$ cat src/rtl/rv_width_adapter.sv
// Byte/word width adapter: packs transport bytes into bus words and unpacks
// bus words into transport bytes, each direction with its own ready/valid FSM.
module rv_width_adapter #(
    parameter int unsigned BYTE_WIDTH = 8,
    parameter int unsigned WORD_WIDTH = 32
) (
    input  logic                  CLK_I,
    input  logic                  RST_NI,
    input  logic                  CLEAR_I,
    input  logic                  RX_VALID_I,
    output logic                  RX_READY_O,
    input  logic [BYTE_WIDTH-1:0] RX_DATA_I,
    output logic                  WORD_VALID_O,
    input  logic                  WORD_READY_I,
    output logic [WORD_WIDTH-1:0] WORD_DATA_O,
    input  logic                  WORD_VALID_I,
    output logic                  WORD_READY_O,
    input  logic [WORD_WIDTH-1:0] WORD_DATA_I,
    output logic                  TX_VALID_O,
    input  logic                  TX_READY_I,
    output logic [BYTE_WIDTH-1:0] TX_DATA_O
);

    localparam int unsigned N  = WORD_WIDTH / BYTE_WIDTH;
    localparam int unsigned CW = $clog2(N);

    typedef enum logic {PK_COLLECT, PK_HOLD} pk_state_e;
    typedef enum logic {UP_IDLE, UP_SEND} up_state_e;

    pk_state_e             pk_state_q, pk_state_d;
    logic [CW-1:0]         pk_cnt_q, pk_cnt_d;
    logic [WORD_WIDTH-1:0] word_q, word_d;
    logic                  rx_ready_q, rx_ready_d;
    logic                  word_valid_q, word_valid_d;

    up_state_e             up_state_q, up_state_d;
    logic [CW-1:0]         up_cnt_q, up_cnt_d;
    logic [WORD_WIDTH-1:0] sh_q, sh_d;
    logic                  word_ready_q, word_ready_d;
    logic                  tx_valid_q, tx_valid_d;

    // Pack path: while collecting, ready is high so a valid byte is a handshake.
    always_comb begin
        pk_state_d = pk_state_q;
        pk_cnt_d   = pk_cnt_q;
        word_d     = word_q;
        if (CLEAR_I) begin
            pk_state_d = PK_COLLECT;
            pk_cnt_d   = '0;
            word_d     = '0;
        end else begin
            case (pk_state_q)
                PK_COLLECT: begin
                    if (RX_VALID_I) begin
                        word_d[pk_cnt_q*BYTE_WIDTH +: BYTE_WIDTH] = RX_DATA_I;
                        if (pk_cnt_q == CW'(N-1)) begin
                            pk_cnt_d   = '0;
                            pk_state_d = PK_HOLD;
                        end else begin
                            pk_cnt_d = pk_cnt_q + CW'(1);
                        end
                    end
                end
                PK_HOLD: begin
                    if (WORD_READY_I) pk_state_d = PK_COLLECT;
                end
                default: pk_state_d = PK_COLLECT;
            endcase
        end
        rx_ready_d   = (pk_state_d == PK_COLLECT);
        word_valid_d = (pk_state_d == PK_HOLD);
    end

    // Unpack path: the captured word shifts right so the current byte is always the LSBs.
    always_comb begin
        up_state_d = up_state_q;
        up_cnt_d   = up_cnt_q;
        sh_d       = sh_q;
        if (CLEAR_I) begin
            up_state_d = UP_IDLE;
            up_cnt_d   = '0;
            sh_d       = '0;
        end else begin
            case (up_state_q)
                UP_IDLE: begin
                    if (WORD_VALID_I) begin
                        sh_d       = WORD_DATA_I;
                        up_cnt_d   = '0;
                        up_state_d = UP_SEND;
                    end
                end
                UP_SEND: begin
                    if (TX_READY_I) begin
                        sh_d = sh_q >> BYTE_WIDTH;
                        if (up_cnt_q == CW'(N-1)) begin
                            up_cnt_d   = '0;
                            up_state_d = UP_IDLE;
                        end else begin
                            up_cnt_d = up_cnt_q + CW'(1);
                        end
                    end
                end
                default: up_state_d = UP_IDLE;
            endcase
        end
        word_ready_d = (up_state_d == UP_IDLE);
        tx_valid_d   = (up_state_d == UP_SEND);
    end

    always_ff @(posedge CLK_I) begin
        if (!RST_NI) begin
            pk_state_q   <= PK_COLLECT;
            pk_cnt_q     <= '0;
            word_q       <= '0;
            rx_ready_q   <= 1'b1;
            word_valid_q <= 1'b0;
            up_state_q   <= UP_IDLE;
            up_cnt_q     <= '0;
            sh_q         <= '0;
            word_ready_q <= 1'b1;
            tx_valid_q   <= 1'b0;
        end else begin
            pk_state_q   <= pk_state_d;
            pk_cnt_q     <= pk_cnt_d;
            word_q       <= word_d;
            rx_ready_q   <= rx_ready_d;
            word_valid_q <= word_valid_d;
            up_state_q   <= up_state_d;
            up_cnt_q     <= up_cnt_d;
            sh_q         <= sh_d;
            word_ready_q <= word_ready_d;
            tx_valid_q   <= tx_valid_d;
        end
    end

    assign RX_READY_O   = rx_ready_q;
    assign WORD_VALID_O = word_valid_q;
    assign WORD_DATA_O  = word_q;
    assign WORD_READY_O = word_ready_q;
    assign TX_VALID_O   = tx_valid_q;
    assign TX_DATA_O    = sh_q[BYTE_WIDTH-1:0];

endmodule

$ cat config.mk
export PLATFORM = sky130hd
export DESIGN_NAME = rv_width_adapter
export DESIGN_NICKNAME = d
export VERILOG_FILES = /design/src/rtl/rv_width_adapter.sv
export SDC_FILE = /design/constraint.sdc
export NUM_CORES = 1
export LEC_CHECK = 0
export ABC_CLOCK_PERIOD_IN_PS = 4000
export CORE_MARGIN = 3
export CORE_UTILIZATION = 50
export CTS_CLUSTER_DIAMETER = 80
export DETAILED_ROUTE_END_ITERATION = 6
export PLACE_DENSITY_LB_ADDON = 0.05
export SYNTH_ARGS = -nofsm -noshare
export SYNTH_HDL_FRONTEND = slang
export SYNTH_SLANG_ARGS = --single-unit
export TNS_END_PERCENT = 30
$ cat constraint.sdc
create_clock -name CLK_I -period 4 [get_ports CLK_I]
set_input_delay 0.8 -clock CLK_I [delete_from_list [all_inputs] [get_ports CLK_I]]
set_output_delay 0.8 -clock CLK_I [all_outputs]
set_load 0.05 [all_outputs]
Word-level counts from Yosys, hierarchy flattened:

Index checks and enable logic that the tools add are counted.

* flip-flop bits (word level): 72
* latch bits: 0
* memory bits (writable): 0
* ROM bits: 0
* input bits: 47
* output and inout bits: 44
* word-level logic and storage cells: 44
* memories kept: 0

* $add $sub $neg: 3
* multipliers: 0
* divide/modulo/power cells: 0
* magnitude comparators: 0
* eq/ne operators: 4
* shift operators: 2
* muxes and demuxes: 19
* bitwise operators: 5
* reductions and logical operators: 3

Operator list (number)
* 32-bit 2-to-1 mux: 2
* 32-bit one-hot mux with 2 select lines: 1
* 5-bit negator with 34-bit output: 1
* 8-bit by 34-bit variable shift with 32-bit output, first input constant: 1
* 8-bit by 34-bit variable part select with 32-bit output: 1
* 32-bit bitwise mux: 1
* 1-bit 2-to-1 mux: 8
* 2-bit 2-to-1 mux: 4
* 1-bit inverter: 5
* 2-bit by 1-bit adder with 2-bit output, second input constant: 2
* 2-bit == test, second input constant: 2
* 2-bit inequality test, second input constant: 2
* 1-bit one-hot mux with 2 select lines: 2
* 2-bit one-hot mux with 2 select lines: 1
* 2-bit AND reduction: 2
* 2-bit OR reduction: 1

Longest topological paths before layout:

Gate-level depths: netlist (run 1).

* depth after elaboration: 6
* depth in mapped cells: 6

Worst setup path before layout (run 1):

Ideal clock, no wire load.

* kind: flip-flop to flip-flop
* start point: register pk_cnt_q[0]
* end point: register word_q[10], in the netlist WORD_DATA_O[10]
* data arrival time: 1.704 ns
* slack: 2.178 ns
* stages on the path, launching flop included: 7
* period minus slack after synthesis: 1.822 ns
* path through: dfxtp_1 > inv_1 > ha_1 > and3b_1 > and3_1 > buf_2 > a32o_1

* cells in the longest elaborated chain, start to end: 3
* elaborated cells on any way between the ends: 4
* those cells by class: add/sub (1); shift (2); mux (1)

RTL lines
* start, declared: RTL line 31 `logic [CW-1:0] pk_cnt_q, pk_cnt_d;`
* start signal, assigned: RTL line 124 `pk_cnt_q <= pk_cnt_d;`
* 5-bit negator with 34-bit output (*): RTL line 55 `word_d[pk_cnt_q*BYTE_WIDTH +: BYTE_WIDTH] = RX_DATA_I;`
* 8-bit by 34-bit variable part select with 32-bit output or 8-bit by 34-bit variable shift with 32-bit output (tied branches): RTL line 55
* 32-bit bitwise mux (*): RTL line 55
* end signal, assigned: RTL line 125 `word_q <= word_d;`
* end, declared: RTL line 32 `logic [WORD_WIDTH-1:0] word_q, word_d;`

Mark *: on every way between the ends. The rest lies on a longest branch, timed or not.
A chain may end at the register's enable or synchronous reset.

Worst setup path after layout (run 1):

* start point: register tx_valid_q, in the netlist TX_VALID_O
* end point: output port TX_VALID_O

RTL lines
* start, declared: RTL line 40 `logic tx_valid_q, tx_valid_d;`
* start signal, assigned: RTL line 132 `tx_valid_q <= tx_valid_d;`
* end, declared: RTL line 19 `output logic TX_VALID_O,`

No word-level cell between the ends.

==> impl_metrics.tcl, run 1 <==
set metrics [dict create \
    outcome "finished, final reports clean" \
    seq_area_frac_synth 0.4733 \
    dr_wl_met3_um 472 \
    cts_root_buf "clkbuf_8" \
    die_x_um 84.05 \
    place.gp.congestion 0.8043 \
    setup_ws_ns 1.234 \
    relSlewSlack 0.5945 \
    fill_cells 475 \
    grt_pass1_vias 2424 \
    place_ws_ns 1.463 \
    syn_nets 336 \
    rsz0062_at_grt "false" \
    ant_nets 0 \
    layoutNonFillerInstCount 433 \
    cts.sinks 72 \
    place_hpwl_um 5010 \
    fmax_mhz 361.6 \
    fin_hold_ws_ns 0.4678 \
    drive_above_1_share 0.1247 \
    cts.repair.resized 0 \
    crit_path_end_kind "output pin" \
    place_area_um2 3869 \
    synth_top_family_by_area "compound AO/OA/AOI/OAI gates" \
    hold_buffers 0 \
    worst_slew_pin_slew_ns 0.6070 \
    dp_cells 419 \
    critPathKind "register to output pin" \
    areaGrowthSynthToFinish_pct 32.09 \
    track_usage 0.2114 \
    synth_area_um2 3045 \
    dr_wl_met2_um 3547 \
    top_layer "met4" \
    wire_per_inst_um 16.71 \
    period_minus_slack_ns 2.766 \
    start_util 0.5334 \
    post_cts_buffers 0 \
    grt_overflow 0 \
    fin_util 0.7046 \
    hp-class "register to register" \
    synthMuxAreaShare 0.09162 \
    syn_area_per_cell_um2 10.76 \
    finalInstanceArea_um2 4023 \
    yosys.area_share.simple 0.1130 \
    crit_required_ns 3.20 \
    routed_via_density 5.580 \
    insertion_delay_ns 0.34 \
    critPathLaunchType "register" \
    cp_data_arrival_time_ns 1.97 \
    rows 27 \
    via_count 2416 \
    synth_cell_types 34 \
    setup_viol_count_final 0 \
    power_density_nw_per_um2 355.4 \
    vdd_drop_max_mv 0.2200 \
    die_h_um 84.05 \
    dr.pass1.iters 4 \
    synth_compound_area_frac 0.2293 \
    design_power_total_mw 1.430 \
    pin_count 91 \
    diodes 0 \
    synthXorXnorAreaFrac 0 \
    ys_ff_latch 72 \
    drv_slew 0 \
    clockBufferDepth 2 \
    grt_max_degree 49 \
    ys_warn_count 0 \
    cts_made_buffers 9 \
    nets 411 \
    grt_pass1_wl_um 11890 \
    postSynthCellCount 283 \
    cp_max_fo 32 \
    route.detailed.drc 0 \
    finalCritPeriodShare 0.6914 \
    dieArea_um2 7064 \
    yosys.area_share.adder 0.02465 \
    wl_um 7235 \
    port_buffers 90 \
    wl_met1_um 3073 \
    path_clk_slew_ns 0.07 \
    p_leak_nw 1.436 \
    max_cap_violations 0 \
    tns_ns 0 \
    finalHoldViolCount 0 \
    clock_skew_ns 0.009116 \
    coreArea_um2 5709 \
    cts_tree "yes" \
    dr.first_iter.drc_count 125 \
    h-tree-depth 3 \
    antenna_found_initial 0 \
]
## flip-flops by register name, indices dropped and copies added (netlist names)
register	cells
WORD_DATA_O	32
sh_q	32
pk_cnt_q	2
up_cnt_q	2
RX_READY_O	1
TX_VALID_O	1
WORD_READY_O	1
WORD_VALID_O	1
## path summary, 6_finish.rpt
path                     end           start  slack (ns)  cells after the start
max               TX_VALID_O      TX_VALID_O        1.23                      2
min           WORD_DATA_O[0]  WORD_DATA_O[0]        0.47                      1
max reg2reg  WORD_DATA_O[11]     pk_cnt_q[0]        2.00                      5
min reg2reg   WORD_DATA_O[0]  WORD_DATA_O[0]        0.47                      1
## area by class of cell
class	count	area (µm²)	share of cell area
clock inverters	1	5.005	0.001244
repair buffers	93	923.4	0.2295
inverters	3	11.26	0.002799
flip-flops and latches	72	1443	0.3586
clock buffers	13	148.9	0.03701
well taps	72	90.09	0.02240
multi-input cells	179	1401	0.3484
## cells by family (layout without fill, tap and decap cells)
group                      Yosys count  count (layout)
DFF                                 72              72
and+or+nand+nor                     73              73
muxes                               27              27
buffers and inverters               32             110
adders and majority gates            6               6
AOI/OAI and AO/OA                   73              73
## critical path: stages, from the launching register on
cell             delay, ns
dfxtp_2               0.31
buf_4                 0.41
clkdlybuf4s50_1       0.91
## cells in the final DEF, fill, tap and decap left out, types with 2 or more instances in the layout
| cell | n |
|---|---|
| ha_1 | 6 |
| buf_4 | 3 |
| nor2b_1 | 2 |
| clkbuf_8 | 10 |
| a211oi_2 | 20 |
| a22oi_1 | 8 |
| nand2_1 | 20 |
| clkbuf_1 | 3 |
| and3b_1 | 2 |
| clkdlybuf4s50_1 | 90 |
| a211oi_1 | 4 |
| inv_1 | 3 |
| mux2i_1 | 25 |
| nor2_1 | 37 |
| a21oi_1 | 2 |
| a32o_1 | 24 |
| a21oi_2 | 3 |
| o22ai_1 | 8 |
| nand3_1 | 2 |
| dfxtp_1 | 71 |
## cells in the mapped netlist (all sizes together)
cell | n | share of area
and3 | 1 | 0.0021
o22ai | 8 | 0.016
nor4 | 1 | 0.0070
and2 | 1 | 0.0021
inv | 3 | 0.0037
mux2i | 26 | 0.087
nand2b | 2 | 0.0041
a22oi | 8 | 0.020
nand4 | 1 | 0.0041
buf | 24 | 0.058
a21oi | 5 | 0.012
nor2 | 37 | 0.046
nor2b | 3 | 0.0062
nand2 | 20 | 0.025
a32o | 24 | 0.079
o211a | 1 | 0.0033
nand3b | 1 | 0.0025
and3b | 2 | 0.0058
dfxtp | 72 | 0.47
clkbuf | 5 | 0.0062
nor3 | 1 | 0.0033
a211oi | 24 | 0.092
nand3 | 2 | 0.0033
and2b | 1 | 0.0025
mux2 | 1 | 0.0049
o21ai | 1 | 0.0016
o21a | 1 | 0.0025
a32oi | 1 | 0.0029
ha | 6 | 0.025
## metal layers
metal	GRT usage	vias to the layer above
li1	-	1183
met1	0.2569	1137
met2	0.3429	81
met3	0.06318	15
met4	0.09503	0
met5	0	-
## report_power, final
part | switching, mW | internal (mW)
Clock | 0.241 | 0.235
Sequential | 0.0104 | 0.736
Combinational | 0.116 | 0.0918
No activity file was read; power rests on OpenSTA's default activity.
==> inputs of run 2 (changes only) <==
--- a/config.mk
+++ b/config.mk
@@ -5,9 +5,9 @@
 export SDC_FILE = /design/constraint.sdc
 export NUM_CORES = 1
 export LEC_CHECK = 0
-export ABC_CLOCK_PERIOD_IN_PS = 4000
+export ABC_CLOCK_PERIOD_IN_PS = 2500
 export CORE_MARGIN = 3
-export CORE_UTILIZATION = 50
+export CORE_UTILIZATION = 42
 export CTS_CLUSTER_DIAMETER = 80
 export DETAILED_ROUTE_END_ITERATION = 6
 export PLACE_DENSITY_LB_ADDON = 0.05
==> constraint.sdc (replaced) <==
create_clock -name CLK_I -period 2.5 [get_ports CLK_I]
set_input_delay 0.5 -clock CLK_I [delete_from_list [all_inputs] [get_ports CLK_I]]
set_output_delay 0.5 -clock CLK_I [all_outputs]
set_load 0.05 [all_outputs]
==> impl_metrics.tcl, run 2 (synthesis gave the netlist of run 1 again) <==
set metrics [dict create \
    outcome "finished, final reports clean" \
    cts_made_buffers 9 \
    critPathKind "register to output pin" \
    pwr-share-clk 0.401 \
    drv_slew 0 \
    swShare 0.2503 \
    start_util 0.4409 \
    dr.first_iter.drc_count 84 \
    fmax_mhz 485.2 \
    place_ws_ns 0.4576 \
    post_cts_buffers 0 \
    cp_data_arrival_time_ns 1.56 \
    crit_required_ns 2.00 \
    combPwrFrac 0.129 \
    cts.repair.resized 0 \
    cts.sinks 72 \
    p_int_mw 1.914 \
    routed_via_density 5.255 \
    critPathBufInv 1 \
    worst_slew_pin_slew_ns 0.5709 \
    setup_ws_ns 0.4391 \
    ant_nets 0 \
    tns_ns 0 \
    rsz0062_at_grt "false" \
    seq_power_share 0.469 \
    cts_tree "yes" \
    areaGrowthSynthToFinish_pct 36.36 \
    path_clk_slew_ns 0.08 \
    cts_root_buf "clkbuf_8" \
    track_usage 0.1780 \
    grt_max_degree 49 \
    place_hpwl_um 4895 \
    diodes 0 \
    antenna_found_initial 0 \
    switchingPower_uw 639.2 \
    path_cells "clkdlybuf4s50_1" \
    max_cap_violations 0 \
    p_leak_nw 1.483 \
    clock_skew_ns 0.009889 \
    cp_slowest_cell "clkdlybuf4s50_1" \
    fill_cells 659 \
    setup_viol_count_final 0 \
    hp-class "register to register" \
    grt_overflow 0 \
    crit_path_end_kind "output pin" \
    via_count 2428 \
    pin_count 91 \
    rows 30 \
    grt_pass1_vias 2438 \
    power_density_nw_per_um2 614.9 \
    finalHoldViolCount 0 \
    die_x_um 91.15 \
    clockBufferDepth 2 \
    grt_pass1_wl_um 11720 \
    insertion_delay_ns 0.35 \
    cpPeakStageDelay_ns 0.82 \
    period_minus_slack_ns 2.061 \
    port_buffers 90 \
    critPathLaunchType "register" \
    h-tree-depth 3 \
    die_h_um 91.15 \
    cp_max_fo 5 \
    finalCritPeriodShare 0.8243 \
    vdd_drop_max_mv 0.3496 \
    hold_buffers 0 \
    place.gp.congestion 0.7764 \
    drive_above_1_share 0.1448 \
    path_delay_family "buffers and inverters" \
    wl_um 7090 \
    wire_per_inst_um 15.35 \
    route.detailed.drc 0 \
    dr.pass1.iters 5 \
    nets 414 \
    dieArea_um2 8308 \
    coreArea_um2 6907 \
    mostFrequentLayoutCell "clkdlybuf4s50_1" \
    final_cell_mix "clkdlybuf4s50_1, dfxtp_1, nor2_1" \
    relSlewSlack 0.6194 \
]
[run 2: cell count changes in the layout (fill, tap and decap cells not counted), sizes merged]
cell / before / now
buf: 3 / 7
bufinv: 0 / 2
clkbuf: 13 / 11
clkdlybuf4s50: 90 / 89
clkinvlp: 0 / 2
[run 2: power by group through the flow]
stage	logic, mW	clock network [mW]	registers, mW
final	0.330	1.03	1.20
after global routing	0.357	1.09	1.20
after CTS	0.334	1.05	1.20
after detailed placement	0.333	0	1.23
after global placement	0.331	0	1.23
after floorplan	0.201	0	1.24
[run 2: routing by layer]
metal	part of all wire	wire length [µm]	vias to the layer above	track usage
li1	-	-	1192	-
met1	0.41	2925	1154	0.2088
met2	0.49	3486	72	0.2869
met3	0.074	523	10	0.07042
met4	0.022	155	0	0.07789
met5	0	0	-	0
[run 2: through the flow]
stage | std cells | util | instance area (µm²) | power (mW) | hold WS, ns
after CTS | 462 | 0.6013 | 4153 | 2.587 | 0.4713
after global routing | 462 | 0.6013 | 4153 | 2.655 | 0.4835
after global placement | 446 | 0.5692 | 3931 | 1.557 | 0.4465
final | 462 | 0.6013 | 4153 | 2.553 | 0.4665
after detailed placement | 446 | 0.5692 | 3931 | 1.559 | 0.4525
after floorplan | 283 | - | 3045 | 1.436 | 0.4540
[run 2: worst paths after layout]
check                  from               to  slack, ns  depth (start not counted)
max            WORD_VALID_O     WORD_VALID_O       0.44                          1
min          WORD_DATA_O[8]   WORD_DATA_O[8]       0.47                          1
max reg2reg     pk_cnt_q[0]  WORD_DATA_O[10]       0.51                          5
min reg2reg  WORD_DATA_O[8]   WORD_DATA_O[8]       0.47                          1
[run 2: area by class of cell]
type / instances / area [µm²] / area share
Clock buffer: 11 / 141.4 / 0.03405
Multi-Input combinational cell: 179 / 1401 / 0.3375
Clock inverter: 5 / 80.08 / 0.01928
Tap cell: 96 / 120.1 / 0.02892
Inverter: 3 / 11.26 / 0.002712
Timing Repair Buffer: 96 / 955.9 / 0.2302
Sequential cell: 72 / 1443 / 0.3474
==> inputs of run 3 (changes only) <==
--- a/config.mk
+++ b/config.mk
@@ -5,7 +5,7 @@
 export SDC_FILE = /design/constraint.sdc
 export NUM_CORES = 1
 export LEC_CHECK = 0
-export ABC_CLOCK_PERIOD_IN_PS = 2500
+export ABC_CLOCK_PERIOD_IN_PS = 1700
 export CORE_MARGIN = 3
 export CORE_UTILIZATION = 42
 export CTS_CLUSTER_DIAMETER = 80
==> constraint.sdc (replaced) <==
create_clock -name CLK_I -period 1.7 [get_ports CLK_I]
set_input_delay 0.34 -clock CLK_I [delete_from_list [all_inputs] [get_ports CLK_I]]
set_output_delay 0.34 -clock CLK_I [all_outputs]
set_load 0.05 [all_outputs]
==> impl_metrics.tcl, run 3 (synthesis gave the netlist of run 1 again) <==
set metrics [dict create \
    outcome "finished, final reports clean" \
    crit_path_end_kind "register" \
    nets 428 \
    mostFrequentLayoutCell "dfxtp_1" \
    power_density_nw_per_um2 922.5 \
    path_cells "inv_1, ha_2, and3b_1, and3_2, a32o_1" \
    setup_viol_count_final 0 \
    wl_um 7213 \
    place_area_um2 3958 \
    post_cts_buffers 0 \
    h-tree-depth 3 \
    dr.pass1.iters 6 \
    coreArea_um2 6907 \
    cp_data_arrival_time_ns 1.83 \
    cts.repair.resized 0 \
    dieArea_um2 8308 \
    route.detailed.drc 0 \
    pin_count 91 \
    track_usage 0.1760 \
    critPathKind "register to register" \
    die_x_um 91.15 \
    rows 30 \
    clock_skew_ns 0.008109 \
    worst_slew_pin_slew_ns 0.5613 \
    grt_pass1_vias 2526 \
    cts.sinks 72 \
    grt_max_degree 49 \
    period_minus_slack_ns 1.600 \
    relSlewSlack 0.6258 \
    hold_buffers 0 \
    cts_tree "yes" \
    cts_made_buffers 9 \
    clockBufferDepth 2 \
    via_count 2459 \
    finalInstanceArea_um2 4200 \
    hp-class "register to register" \
    max_cap_violations 0 \
    fmax_mhz 625.0 \
    multi_input_area_um2 1411 \
    finalHoldViolCount 0 \
    grt_overflow 0 \
    design_power_total_mw 3.875 \
    critPathBufInv 1 \
    critPathLaunchType "register" \
    cts_root_buf "clkbuf_8" \
    cp_max_fo 8 \
    routed_via_density 5.166 \
    die_h_um 91.15 \
    fill_cells 620 \
    finalCritPeriodShare 0.9412 \
    port_buffers 90 \
    final_cell_mix "dfxtp_1, buf_4, clkdlybuf4s50_1" \
    crit_required_ns 1.93 \
    antenna_found_initial 0 \
    insertion_delay_ns 0.34 \
    start_util 0.4409 \
    grt_pass1_wl_um 11820 \
    drive_above_1_share 0.2974 \
    p_leak_nw 1.649 \
    rsz0062_at_grt "false" \
    place_hpwl_um 5082 \
    vdd_drop_max_mv 0.5986 \
    fin_hold_ws_ns 0.4716 \
    wire_per_inst_um 15.15 \
    cp_slowest_cell "ha_2" \
    tns_ns 0 \
    drv_slew 0 \
    cpPeakStageDelay_ns 0.34 \
    diodes 0 \
    path_clk_slew_ns 0.08 \
    regArea_um2 1444 \
    areaGrowthSynthToFinish_pct 37.92 \
    ant_nets 0 \
    place.gp.congestion 0.7561 \
    dr.first_iter.drc_count 83 \
    path_delay_family "simple AND/OR/NAND/NOR gates" \
]
## run 3: cell count changes in the layout (fill, tap and decap cells not counted), sizes merged
cell / change
buf: +57
bufinv: +1
clkbuf: -1
clkinvlp: -1
clkinv: +1
clkdlybuf4s50: -43
## run 3: path summary, 6_finish.rpt
path / to / cells after the start / start / slack [ns]
setup / recovery: WORD_DATA_O[9] / 5 / pk_cnt_q[1] / 0.10
hold / removal: WORD_DATA_O[5] / 1 / WORD_DATA_O[5] / 0.47
setup reg to reg: WORD_DATA_O[9] / 5 / pk_cnt_q[1] / 0.10
hold reg to reg: WORD_DATA_O[5] / 1 / WORD_DATA_O[5] / 0.47
## run 3: per-layer routing
layer	up-vias	GRT usage	part of all wire
met3	4	0.06877	0.059
met2	61	0.3145	0.53
li1	1215	-	-
met5	-	0	0
met4	0	0.04774	0.0062
met1	1179	0.1931	0.40
## run 3: where the power goes
| group | internal, mW | switching (mW) |
|---|---|---|
| logic | 0.244 | 0.279 |
| registers | 1.73 | 0.0251 |
| clock network | 0.970 | 0.627 |
| total | 2.94 | 0.931 |
## run 3: cell type report
class,count,area share
flip-flops and latches,72,0.3438
multi-input cells,179,0.3360
repair buffers,110,0.2329
clock buffers,10,0.03038
well taps,96,0.02860
clock inverters,6,0.02562
inverters,3,0.002681
## run 3: through the flow
step	std cells	setup WS [ns]	util
after floorplan	283	0.04779	-
after global placement	460	-0.07045	0.5730
after detailed placement	460	-0.1197	0.5730
after CTS	476	0.04745	0.6071
after global routing	476	0.02776	0.6082
final	476	0.1000	0.6082
